==> config.mk <==
export PLATFORM = sky130hd
export DESIGN_NAME = direction_flag_flat
export DESIGN_NICKNAME = d
export VERILOG_FILES = /design/src/rtl/maze_pkg.sv /design/src/rtl/direction_flag_if.sv /design/src/rtl/direction_flag_probe.sv /design/src/rtl/direction_flag.sv /design/src/flat_wrapper.sv
export SDC_FILE = /design/constraint.sdc
export NUM_CORES = 1
export LEC_CHECK = 0
export BUFFER_PORTS_ARGS = -buffer_cell sky130_fd_sc_hd__buf_2
export CAP_MARGIN = 20
export CELL_PAD_IN_SITES_DETAIL_PLACEMENT = 1
export CELL_PAD_IN_SITES_GLOBAL_PLACEMENT = 1
export CORE_ASPECT_RATIO = 2
export CORE_MARGIN = 2
export CORE_UTILIZATION = 30
export DETAILED_ROUTE_END_ITERATION = 8
export GPL_ROUTABILITY_DRIVEN = 0
export PLACE_DENSITY = 0.61
export SETUP_SLACK_MARGIN = 0.5
export SLEW_MARGIN = 20
export SYNTH_ARGS = -nofsm -noshare
export SYNTH_HDL_FRONTEND = slang
export SYNTH_SLANG_ARGS = --single-unit
==> constraint.sdc <==
create_clock -name clk -period 4.79 [get_ports clk]
set_input_delay 0.958 -clock clk [delete_from_list [all_inputs] [get_ports clk]]
set_output_delay 0.958 -clock clk [all_outputs]
set_load 0.02 [all_outputs]
==> src/rtl/maze_pkg.sv <==
// Shared maze geometry: tile size, grid size, step saturation limit,
// the default bordered wall map and the wall lookup helper.
package maze_pkg;

    localparam int TILE_SHIFT = 4;
    localparam int GRID_DIM   = 32;
    localparam int FLAG_MAX   = 7;

    // Walls on the outer ring of tiles; every interior tile is free.
    function automatic logic [1023:0] build_border_maze();
        logic [1023:0] maze_v;
        maze_v = '0;
        for (int r = 0; r < GRID_DIM; r++) begin
            for (int c = 0; c < GRID_DIM; c++) begin
                if (r == 0 || r == GRID_DIM - 1 || c == 0 || c == GRID_DIM - 1) begin
                    maze_v[r * GRID_DIM + c] = 1'b1;
                end
            end
        end
        return maze_v;
    endfunction

    localparam logic [1023:0] MAZE_DEFAULT = build_border_maze();

    function automatic logic is_wall(input logic [1023:0] maze,
                                     input logic [4:0]    row,
                                     input logic [4:0]    col);
        return maze[{row, col}];
    endfunction

endpackage

==> src/rtl/direction_flag_if.sv <==
// Sprite position in, per-direction free-step flags out.
interface direction_flag_if;
    logic [8:0] x;
    logic [8:0] y;
    logic [2:0] flag_L;
    logic [2:0] flag_U;
    logic [2:0] flag_R;
    logic [2:0] flag_D;

    modport master (output x, y, input  flag_L, flag_U, flag_R, flag_D);
    modport slave  (input  x, y, output flag_L, flag_U, flag_R, flag_D);
endinterface

==> src/rtl/direction_flag_probe.sv <==
// Counts free pixels (0..FLAG_MAX) beyond one edge of the sprite box along
// one axis; range violations below 0 or past 511 count as walls.
module dir_probe
    import maze_pkg::*;
#(
    parameter bit             AXIS       = 1'b0,   // 0: horizontal, 1: vertical
    parameter bit             SIGN       = 1'b0,   // 0: decreasing, 1: increasing
    parameter logic [1023:0]  MAZE       = MAZE_DEFAULT,
    parameter int             TILE_SHIFT = maze_pkg::TILE_SHIFT
) (
    input  logic [8:0] pos,
    input  logic [4:0] cross0,
    input  logic [4:0] cross1,
    output logic [2:0] steps
);

    logic signed [10:0] pix_s;
    logic [4:0]         tile_s;
    logic               blocked_s;
    logic               open_s;
    logic [2:0]         count_s;

    // Walk outward pixel by pixel; the count freezes at the first blocked pixel.
    always_comb begin
        pix_s     = 11'sd0;
        tile_s    = 5'd0;
        blocked_s = 1'b0;
        open_s    = 1'b1;
        count_s   = 3'd0;
        for (int k = 1; k <= FLAG_MAX; k++) begin
            if (SIGN) begin
                pix_s = $signed({2'b00, pos}) + 11'sd15 + $signed(11'(k));
            end else begin
                pix_s = $signed({2'b00, pos}) - $signed(11'(k));
            end
            tile_s = 5'(pix_s[9:0] >> TILE_SHIFT);
            if (pix_s < 11'sd0 || pix_s > 11'sd511) begin
                blocked_s = 1'b1;
            end else if (AXIS == 1'b0) begin
                blocked_s = is_wall(MAZE, cross0, tile_s) || is_wall(MAZE, cross1, tile_s);
            end else begin
                blocked_s = is_wall(MAZE, tile_s, cross0) || is_wall(MAZE, tile_s, cross1);
            end
            if (open_s && !blocked_s) begin
                count_s = 3'(k);
            end else begin
                open_s = 1'b0;
            end
        end
        steps = count_s;
    end

endmodule

==> src/rtl/direction_flag.sv <==
// Registered free-step flags in four directions for a 16x16 sprite on a
// static tile maze; one probe per direction.
module direction_flag
    import maze_pkg::*;
#(
    parameter logic [1023:0] MAZE       = MAZE_DEFAULT,
    parameter int            TILE_SHIFT = maze_pkg::TILE_SHIFT
) (
    input  logic             clk,
    input  logic             rst,
    direction_flag_if.slave  bus
);

    logic [9:0] x_end_s;
    logic [9:0] y_end_s;
    logic [4:0] col0_s;
    logic [4:0] col1_s;
    logic [4:0] row0_s;
    logic [4:0] row1_s;
    logic [2:0] left_s;
    logic [2:0] up_s;
    logic [2:0] right_s;
    logic [2:0] down_s;

    // Tiles touched by the box; first and last coincide when tile-aligned.
    assign x_end_s = {1'b0, bus.x} + 10'd15;
    assign y_end_s = {1'b0, bus.y} + 10'd15;
    assign col0_s  = 5'(bus.x   >> TILE_SHIFT);
    assign col1_s  = 5'(x_end_s >> TILE_SHIFT);
    assign row0_s  = 5'(bus.y   >> TILE_SHIFT);
    assign row1_s  = 5'(y_end_s >> TILE_SHIFT);

    dir_probe #(.AXIS(1'b0), .SIGN(1'b0), .MAZE(MAZE), .TILE_SHIFT(TILE_SHIFT)) u_left (
        .pos(bus.x), .cross0(row0_s), .cross1(row1_s), .steps(left_s));
    dir_probe #(.AXIS(1'b1), .SIGN(1'b0), .MAZE(MAZE), .TILE_SHIFT(TILE_SHIFT)) u_up (
        .pos(bus.y), .cross0(col0_s), .cross1(col1_s), .steps(up_s));
    dir_probe #(.AXIS(1'b0), .SIGN(1'b1), .MAZE(MAZE), .TILE_SHIFT(TILE_SHIFT)) u_right (
        .pos(bus.x), .cross0(row0_s), .cross1(row1_s), .steps(right_s));
    dir_probe #(.AXIS(1'b1), .SIGN(1'b1), .MAZE(MAZE), .TILE_SHIFT(TILE_SHIFT)) u_down (
        .pos(bus.y), .cross0(col0_s), .cross1(col1_s), .steps(down_s));

    // All four flags register together; reset forces every direction blocked.
    always_ff @(posedge clk) begin
        if (rst) begin
            bus.flag_L <= 3'd0;
            bus.flag_U <= 3'd0;
            bus.flag_R <= 3'd0;
            bus.flag_D <= 3'd0;
        end else begin
            bus.flag_L <= left_s;
            bus.flag_U <= up_s;
            bus.flag_R <= right_s;
            bus.flag_D <= down_s;
        end
    end

endmodule

==> src/flat_wrapper.sv <==
// flat-port wrapper written by rule: the top's interface ports become plain ports
module direction_flag_flat import maze_pkg::*;
#(
    parameter logic [1023:0] MAZE       = MAZE_DEFAULT,
    parameter int            TILE_SHIFT = maze_pkg::TILE_SHIFT
)
  (clk, rst, bus_x, bus_y, bus_flag_L, bus_flag_U, bus_flag_R, bus_flag_D);
  direction_flag_if bus_i ();
  input  logic clk;
  input  logic rst;
  input wire logic [$bits(bus_i.x)-1:0] bus_x;
  input wire logic [$bits(bus_i.y)-1:0] bus_y;
  output wire logic [$bits(bus_i.flag_L)-1:0] bus_flag_L;
  output wire logic [$bits(bus_i.flag_U)-1:0] bus_flag_U;
  output wire logic [$bits(bus_i.flag_R)-1:0] bus_flag_R;
  output wire logic [$bits(bus_i.flag_D)-1:0] bus_flag_D;
  assign bus_i.x = bus_x;
  assign bus_i.y = bus_y;
  assign bus_flag_L = bus_i.flag_L;
  assign bus_flag_U = bus_i.flag_U;
  assign bus_flag_R = bus_i.flag_R;
  assign bus_flag_D = bus_i.flag_D;
  direction_flag #(.MAZE(MAZE), .TILE_SHIFT(TILE_SHIFT)) u_core (.clk(clk), .rst(rst), .bus(bus_i));
endmodule
Word-level counts from Yosys, hierarchy flattened
Memories as Yosys holds them, arrays and structs flattened.
Index checks and enable logic that the tools add are counted.
{ "totals": {"ff_bits": 12, "mem_bits_ro": 57344, "input_bits": 20, "output_inout_bits": 12, "memories": 56} }
{ "classes": {"add_sub_neg": 32, "n_lt_le_gt_ge": 112, "mux": 136, "n_reduce_logical": 104} }
{ "memory_table": {"columns": ["memory", "words", "word_bits", "rd", "rd_ports_with_merged_regs", "wr", "line_no", "text"], "rows": [
  ["(name not given)", 1024, 1, 1, 0, 0, "maze_pkg.sv:28", "return maze[{row, col}];"],
  ["(name not given)", 1024, 1, 1, 0, 0, "maze_pkg.sv:28", null],
  ["(name not given)", 1024, 1, 1, 0, 0, "maze_pkg.sv:28", null],
  ["(name not given)", 1024, 1, 1, 0, 0, "maze_pkg.sv:28", null],
  ["(name not given)", 1024, 1, 1, 0, 0, "maze_pkg.sv:28", null],
  ["(name not given)", 1024, 1, 1, 0, 0, "maze_pkg.sv:28", null],
  ["+50 memories", null, null, null, null, null, null, null]
]} }
{ "op_table": {"columns": ["operator", "n"], "rows": [
  ["$lt 10x11->1 const B", 56],
  ["$gt 11x10->1 const B", 16],
  ["$lt 11x1->1 const B", 16],
  ["$gt 10x10->1 const B", 12],
  ["$lt 10x1->1 const B", 12],
  ["$mux 1", 112],
  ["$add 11x4->11 const B", 8],
  ["$sub 9x3->10 const B", 8],
  ["$logic_or 1x1->1", 56],
  ["$mux 3", 16],
  ["$add 11x3->11 const B", 4],
  ["$sub 9x2->10 const B", 4],
  ["$logic_and 1x1->1", 24],
  ["$logic_not 1->1", 24],
  ["$add 11x2->11 const B", 2],
  ["$add 9x4->10 const B", 2],
  ["$sub 9x1->10 const B", 2],
  ["$add 9x4->9 const B", 2],
  ["$mux 2", 8]
]} }

Longest topological paths before layout
{ "depth": {"ltp_word": 19, "ltp_mapped": 17, "ltp_nobuf": 14} }

Hierarchy
From an unflattened synthesis, not the netlist that was laid out.
{ "hier_totals": {"cells_unflattened": 738, "area_unflattened_um2": 5360.1} }
{ "by_module_without_submodules": {"columns": ["mod", "n_inst", "cells_each", "area_each_um2"], "rows": [
  ["dir_probe at u_core.u_right", 1, 229, 1547.7],
  ["dir_probe at u_core.u_down", 1, 180, 1323.8],
  ["dir_probe at u_core.u_left", 1, 163, 1137.3],
  ["dir_probe at u_core.u_up", 1, 117, 829.5],
  ["direction_flag", 1, 49, 521.8]
]} }

Worst setup path after synthesis
OpenSTA, ideal clock, no wires.
{ "synth_path": {"path_kind": "input port to flip-flop", "from": "input port bus_y[2]", "to": "register u_core.bus.flag_D[0]", "setup_time_ns": 0.074, "t_arrival_ns": 3.991, "t_required_ns": 4.716, "setup_slack_ns": 0.725, "cell_stages": 16, "n_path_buf": 2, "cell_sequence": "clkbuf_1 -> inv_1 -> ha_1 -> a21boi_1 -> xnor2_1 -> inv_1 -> ha_1 -> clkbuf_1 -> a21oi_1 -> nand2_1 -> o21ai_0 -> nor3_1 -> a311o_1 -> a2111oi_4 -> o21bai_1 -> a31oi_1"} }
{ "synth_between": {"elab_chain_len": 19, "word_cells_on_any_way": 96, "cone_classes": "add/sub: 8; order compare: 14; mux: 34; reduce/logical: 26; memory: 14"} }
{ "synth_rtl": {"columns": ["item", "line_no", "text"], "rows": [
  ["from (decl)", "flat_wrapper.sv:12", "input wire logic [$bits(bus_i.y)-1:0] bus_y;"],
  ["$add 9x4->10 *", "direction_flag_probe.sv:32", "pix_s = $signed({2'b00, pos}) + 11'sd15 + $signed(11'(k));"],
  ["$add 11x2->11 or $add 11x3->11 (tied branches)", "direction_flag_probe.sv:32", null],
  ["$mem_v2 1024x1", null, null],
  ["$mux 1 (not written as such)", "maze_pkg.sv:28", null],
  ["$logic_or 1x1->1", "direction_flag_probe.sv:42", "blocked_s = is_wall(MAZE, tile_s, cross0) || is_wall(MAZE, tile_s, cross1);"],
  ["$mux 1", "direction_flag_probe.sv:37", "if (pix_s < 11'sd0 || pix_s > 11'sd511) begin"],
  ["$mux 1 or $logic_not 1->1 (tied branches)", "direction_flag_probe.sv:44", "if (open_s && !blocked_s) begin"],
  ["$logic_and 1x1->1", "direction_flag_probe.sv:44", null],
  ["(+3 left out)", null, null],
  ["$logic_and 1x1->1", "direction_flag_probe.sv:44", null],
  ["$mux 1", "direction_flag_probe.sv:44", null],
  ["$logic_and 1x1->1", "direction_flag_probe.sv:44", null],
  ["$mux 1", "direction_flag_probe.sv:44", null],
  ["$logic_and 1x1->1", "direction_flag_probe.sv:44", null],
  ["$mux 1", "direction_flag_probe.sv:44", null],
  ["$logic_and 1x1->1", "direction_flag_probe.sv:44", null],
  ["$mux 3 *", "direction_flag_probe.sv:44", null],
  ["to (signal assigned)", "direction_flag.sv:53", "bus.flag_D <= down_s;"],
  ["to (decl)", "direction_flag_if.sv:11", "modport slave (input x, y, output flag_L, flag_U, flag_R, flag_D);"]
]} }
Mark *: on every way between the ends. The rest lies on a longest branch, timed or not. The select of a mux whose other input is x is not followed.
A chain may end at the register's enable or synchronous reset.

Worst setup path after layout
{ "layout_path": {"from": "input port bus_x[3]", "to": "register u_core.bus.flag_U[1]"} }
{ "layout_between": {"elab_chain_len": 18, "word_cells_on_any_way": 53, "cone_classes": "add/sub: 1; mux: 26; reduce/logical: 19; memory: 7"} }
{ "layout_rtl": {"columns": ["item", "line_no", "text"], "rows": [
  ["from (decl)", "flat_wrapper.sv:11", "input wire logic [$bits(bus_i.x)-1:0] bus_x;"],
  ["$add 9x4->9 *", "direction_flag.sv:26", "assign x_end_s = {1'b0, bus.x} + 10'd15;"],
  ["$mem_v2 1024x1", null, null],
  ["$mux 1 (not written as such)", "maze_pkg.sv:28", null],
  ["$logic_or 1x1->1", "direction_flag_probe.sv:42", null],
  ["$mux 1", "direction_flag_probe.sv:37", null],
  ["$mux 1 or $logic_not 1->1 (tied branches)", "direction_flag_probe.sv:44", null],
  ["$logic_and 1x1->1", "direction_flag_probe.sv:44", null],
  ["$mux 1", "direction_flag_probe.sv:44", null],
  ["(+2 left out)", null, null],
  ["$logic_and 1x1->1", "direction_flag_probe.sv:44", null],
  ["$mux 1", "direction_flag_probe.sv:44", null],
  ["$logic_and 1x1->1", "direction_flag_probe.sv:44", null],
  ["$mux 1", "direction_flag_probe.sv:44", null],
  ["$logic_and 1x1->1", "direction_flag_probe.sv:44", null],
  ["$mux 1", "direction_flag_probe.sv:44", null],
  ["$logic_and 1x1->1", "direction_flag_probe.sv:44", null],
  ["$mux 3 *", "direction_flag_probe.sv:44", null],
  ["to (signal assigned)", "direction_flag.sv:51", "bus.flag_U <= up_s;"],
  ["to (decl)", "direction_flag_if.sv:11", null]
]} }
Marked as above.

==> impl_metrics.csv <==
group,metric,value,unit
run_status,status,"finished clean",
logic_synthesis,synth-edff-count,0,
critical_path,cp.arrival,4240,ps
logic_synthesis,ys_async_sr_fraction,0,
timing,tns,0,ps
placement,hpwlAfterDp,15100,um
critical_path,required,4950,ps
clock_tree,cts_hold_repair.buffers,0,
logic_synthesis,synth-xor-area-share,0.110,
clock_tree,cts_max_level,1,
detailed_routing,via_per_inst,5.96,
floorplanning,die_x,91.1,um
logic_synthesis,postSynthCellCount,689,
critical_path,crit_fanout,19,
placement,io_buffers,31,
timing,fin_ws,710,ps
critical_path,end_kind,"flip-flop",
flow_run,maxCapViolations,0,
floorplanning,rows,63,
logic_synthesis,syn-num-nets,741,
logic_synthesis,ys_ff_latch,12,
timing,max_freq,0.245,GHz
pwr,pwr-share-comb,0.671,
global_routing,grt_max_degree,30,
finish,fillers,1973,
logic_synthesis,synthAdderAreaFrac,0.0947,
detailed_routing,wirelength,18500,um
detailed_routing,drtIter0Drc,164,
finish,regArea,240,um^2
clock_tree,numCtsBuffers,3,
timing,rsz0062_at_grt,"false",
finish,layout.nets,757,
pwr,pwr-share-seq,0.144,
global_routing,grt_overflow,0,
detailed_routing,wire_per_inst,20.6,um
detailed_routing,first_pass_iters,4,
clock_tree,cts_sinks,12,
floorplanning,io_pins,32,
global_routing,antenna_found_initial,0,
placement,dp_slack,98.0,ps
pwr,p_switching,416,uW
logic_synthesis,syn_avg_cell_area,6.60,um^2
global_routing,grt_use_total,0.222,
clock_tree,clk_pin_slew,40,ps
timing,slew_violations,0,
pwr,p_leak,1.84,nW
pwr,p_clk_frac,0.185,
pwr,peakVddDrop,85.3,uV
clock_tree,cts_tree,"yes",
timing,finalHoldViolCount,0,
finish,final_util,0.341,
floorplanning,die_h,178,um
floorplanning,start_util,0.307,
timing,setup_viol,0,
finish,area_growth,11.2,%
logic_synthesis,synthSimpleGateAreaFrac,0.333,
logic_synthesis,yosys_most_used_dff,"dfxtp_1",
logic_synthesis,synth_compound_area_frac,0.318,
timing,fin_crit,4080,ps
clock_tree,cts_buffer_depth,2,
global_routing,grt_pass1_wl,28800,um
floorplanning,dieArea,16200,um^2
logic_synthesis,syn_area,4550,um^2
pwr,p_sw_frac,0.491,
worst_hold_path,hold_class,"input pin to flip-flop",
pwr,p_per_area,167,nW/um^2
logic_synthesis,yosysUniqueCellTypes,85,
logic_synthesis,muxShareOfSynthArea,0.0226,
global_routing,grt_pass1_vias,5606,
logic_synthesis,seq_area_frac_synth,0.0528,
pwr,internal_power,430,uW
critical_path,path_class,"input pin to flip-flop",
critical_path,start_kind,"input pin",
finish,multi_input_area,4040,um^2
finish,layout-drive-gt1-share,0.141,
finish,final_common_cell,"nand2_1",
timing,min_period_over_period,0.852,
detailed_routing,drc,0,
timing,max_slew.worst_pin.slew,833,ps
logic_synthesis,synth_warnings,0,
timing,maxSlewHeadroom,0.441,
detailed_routing,detail-route-antenna-nets,0,
finish,mostFrequentLayoutCells,"nand2_1 (73), nor2_1 (57), a21oi_1 (43)",
detailed_routing,num_vias,5352,
finish,n_antenna_cell,0,
floorplanning,core_area,14800,um^2
logic_synthesis,synth_top_family_by_area,"simple AND/OR/NAND/NOR gates",
clock_tree,cts-root-buf,"clkbuf_16",
## worst paths after layout
kind                      from                               to  slack (ps)  depth (start not counted)
worst min-delay path       rst  u_core.bus.flag_R[2]$_SDFF_PP0_        1040                          2
worst max-delay path  bus_x[3]  u_core.bus.flag_U[1]$_SDFF_PP0_         710                         12
## registers in the layout, summed over array words and instances, names as in the netlist
signal,count
u_core.bus.flag_R,3
u_core.bus.flag_L,3
u_core.bus.flag_U,3
u_core.bus.flag_D,3
## cell families after synthesis
group,after synthesis
compound gates,207
xor+xnor,54
fa+ha+maj,35
buf+inv,73
flops,12
mux,10
simple gates,298
## layer usage
layer | part of all wire | vias up | routed length [um] | track usage
met5 | 0 | - | 0 | 0
met2 | 0.58 | 106 | 10700 | 0.471
met3 | 0.017 | 53 | 310 | 0.0110
met1 | 0.35 | 2635 | 6400 | 0.194
met4 | 0.059 | 0 | 1090 | 0.144
li1 | - | 2558 | - | -
## power by group through the flow
stage / Clock (mW) / Sequential, mW / Combinational [mW]
after floorplan: 0 / 0.145 / 0.366
after global placement: 0 / 0.124 / 0.540
after detailed placement: 0 / 0.124 / 0.556
after CTS: 0.162 / 0.122 / 0.560
after global routing: 0.164 / 0.124 / 0.615
final: 0.156 / 0.122 / 0.568
## timing repair
item | 4_1_cts | 5_1_grt
resized for setup | 1 | 9
setup buffers | 0 | 0
endpoints found under the setup margin | 2 | 8
hold endpoints to repair | 0 | 0
## layout make-up
class / count / area share
flip-flops and latches: 12 / 0.0475
clock buffers: 3 / 0.0148
well taps: 195 / 0.0482
multi-input cells: 604 / 0.799
inverters: 25 / 0.0186
repair buffers: 59 / 0.0722
## metrics by stage
step	total power, mW	area, um^2	hold slack [ps]	std cells
floorplan	0.511	4550	1030	689
global placement	0.664	4940	1290	895
detailed placement	0.680	4940	1290	895
CTS	0.845	5020	1030	898
global route	0.903	5060	1040	898
finish	0.846	5060	1040	898
## Yosys cell counts, types with 4 or more instances
| cell type | count | share of area |
|---|---|---|
| nand2_1 | 73 | 0.060 |
| o21ai_0 | 40 | 0.044 |
| and2_1 | 6 | 0.0083 |
| buf_2 | 12 | 0.013 |
| clkbuf_1 | 26 | 0.021 |
| a211o_1 | 5 | 0.0096 |
| a311oi_1 | 4 | 0.0077 |
| a31oi_1 | 16 | 0.022 |
| nor4_1 | 10 | 0.014 |
| or2_2 | 5 | 0.0069 |
| a2111oi_0 | 5 | 0.0096 |
| inv_1 | 24 | 0.020 |
| nor4b_1 | 4 | 0.0077 |
| or3_1 | 14 | 0.019 |
| dfxtp_1 | 12 | 0.053 |
| o221ai_1 | 4 | 0.0077 |
| nor2_1 | 57 | 0.047 |
| xor2_1 | 17 | 0.033 |
| xnor2_1 | 34 | 0.065 |
| buf_1 | 6 | 0.0050 |
| mux2i_1 | 8 | 0.018 |
| nor3_1 | 40 | 0.044 |
| o2111ai_1 | 4 | 0.0077 |
| nor2b_1 | 14 | 0.019 |
| a21oi_1 | 44 | 0.048 |
| nand4_1 | 9 | 0.012 |
| o22ai_1 | 5 | 0.0069 |
| ha_1 | 32 | 0.088 |
| nand2b_1 | 16 | 0.022 |
| a21boi_0 | 5 | 0.0083 |
| nand3_1 | 30 | 0.033 |
| o211ai_1 | 9 | 0.015 |
| a211oi_1 | 11 | 0.018 |
## worst max-delay path: stages
cell and delay, ps:
buf_2 210, inv_1 120, buf_4 240, ha_1 300, nand2b_4 100, a211oi_2 330, nor2_1 110, a41oi_1 310
o21ai_0 270, a2111oi_1 710, o221ai_1 290, a211oi_1 280
No activity file was read; power rests on OpenSTA's default activity.
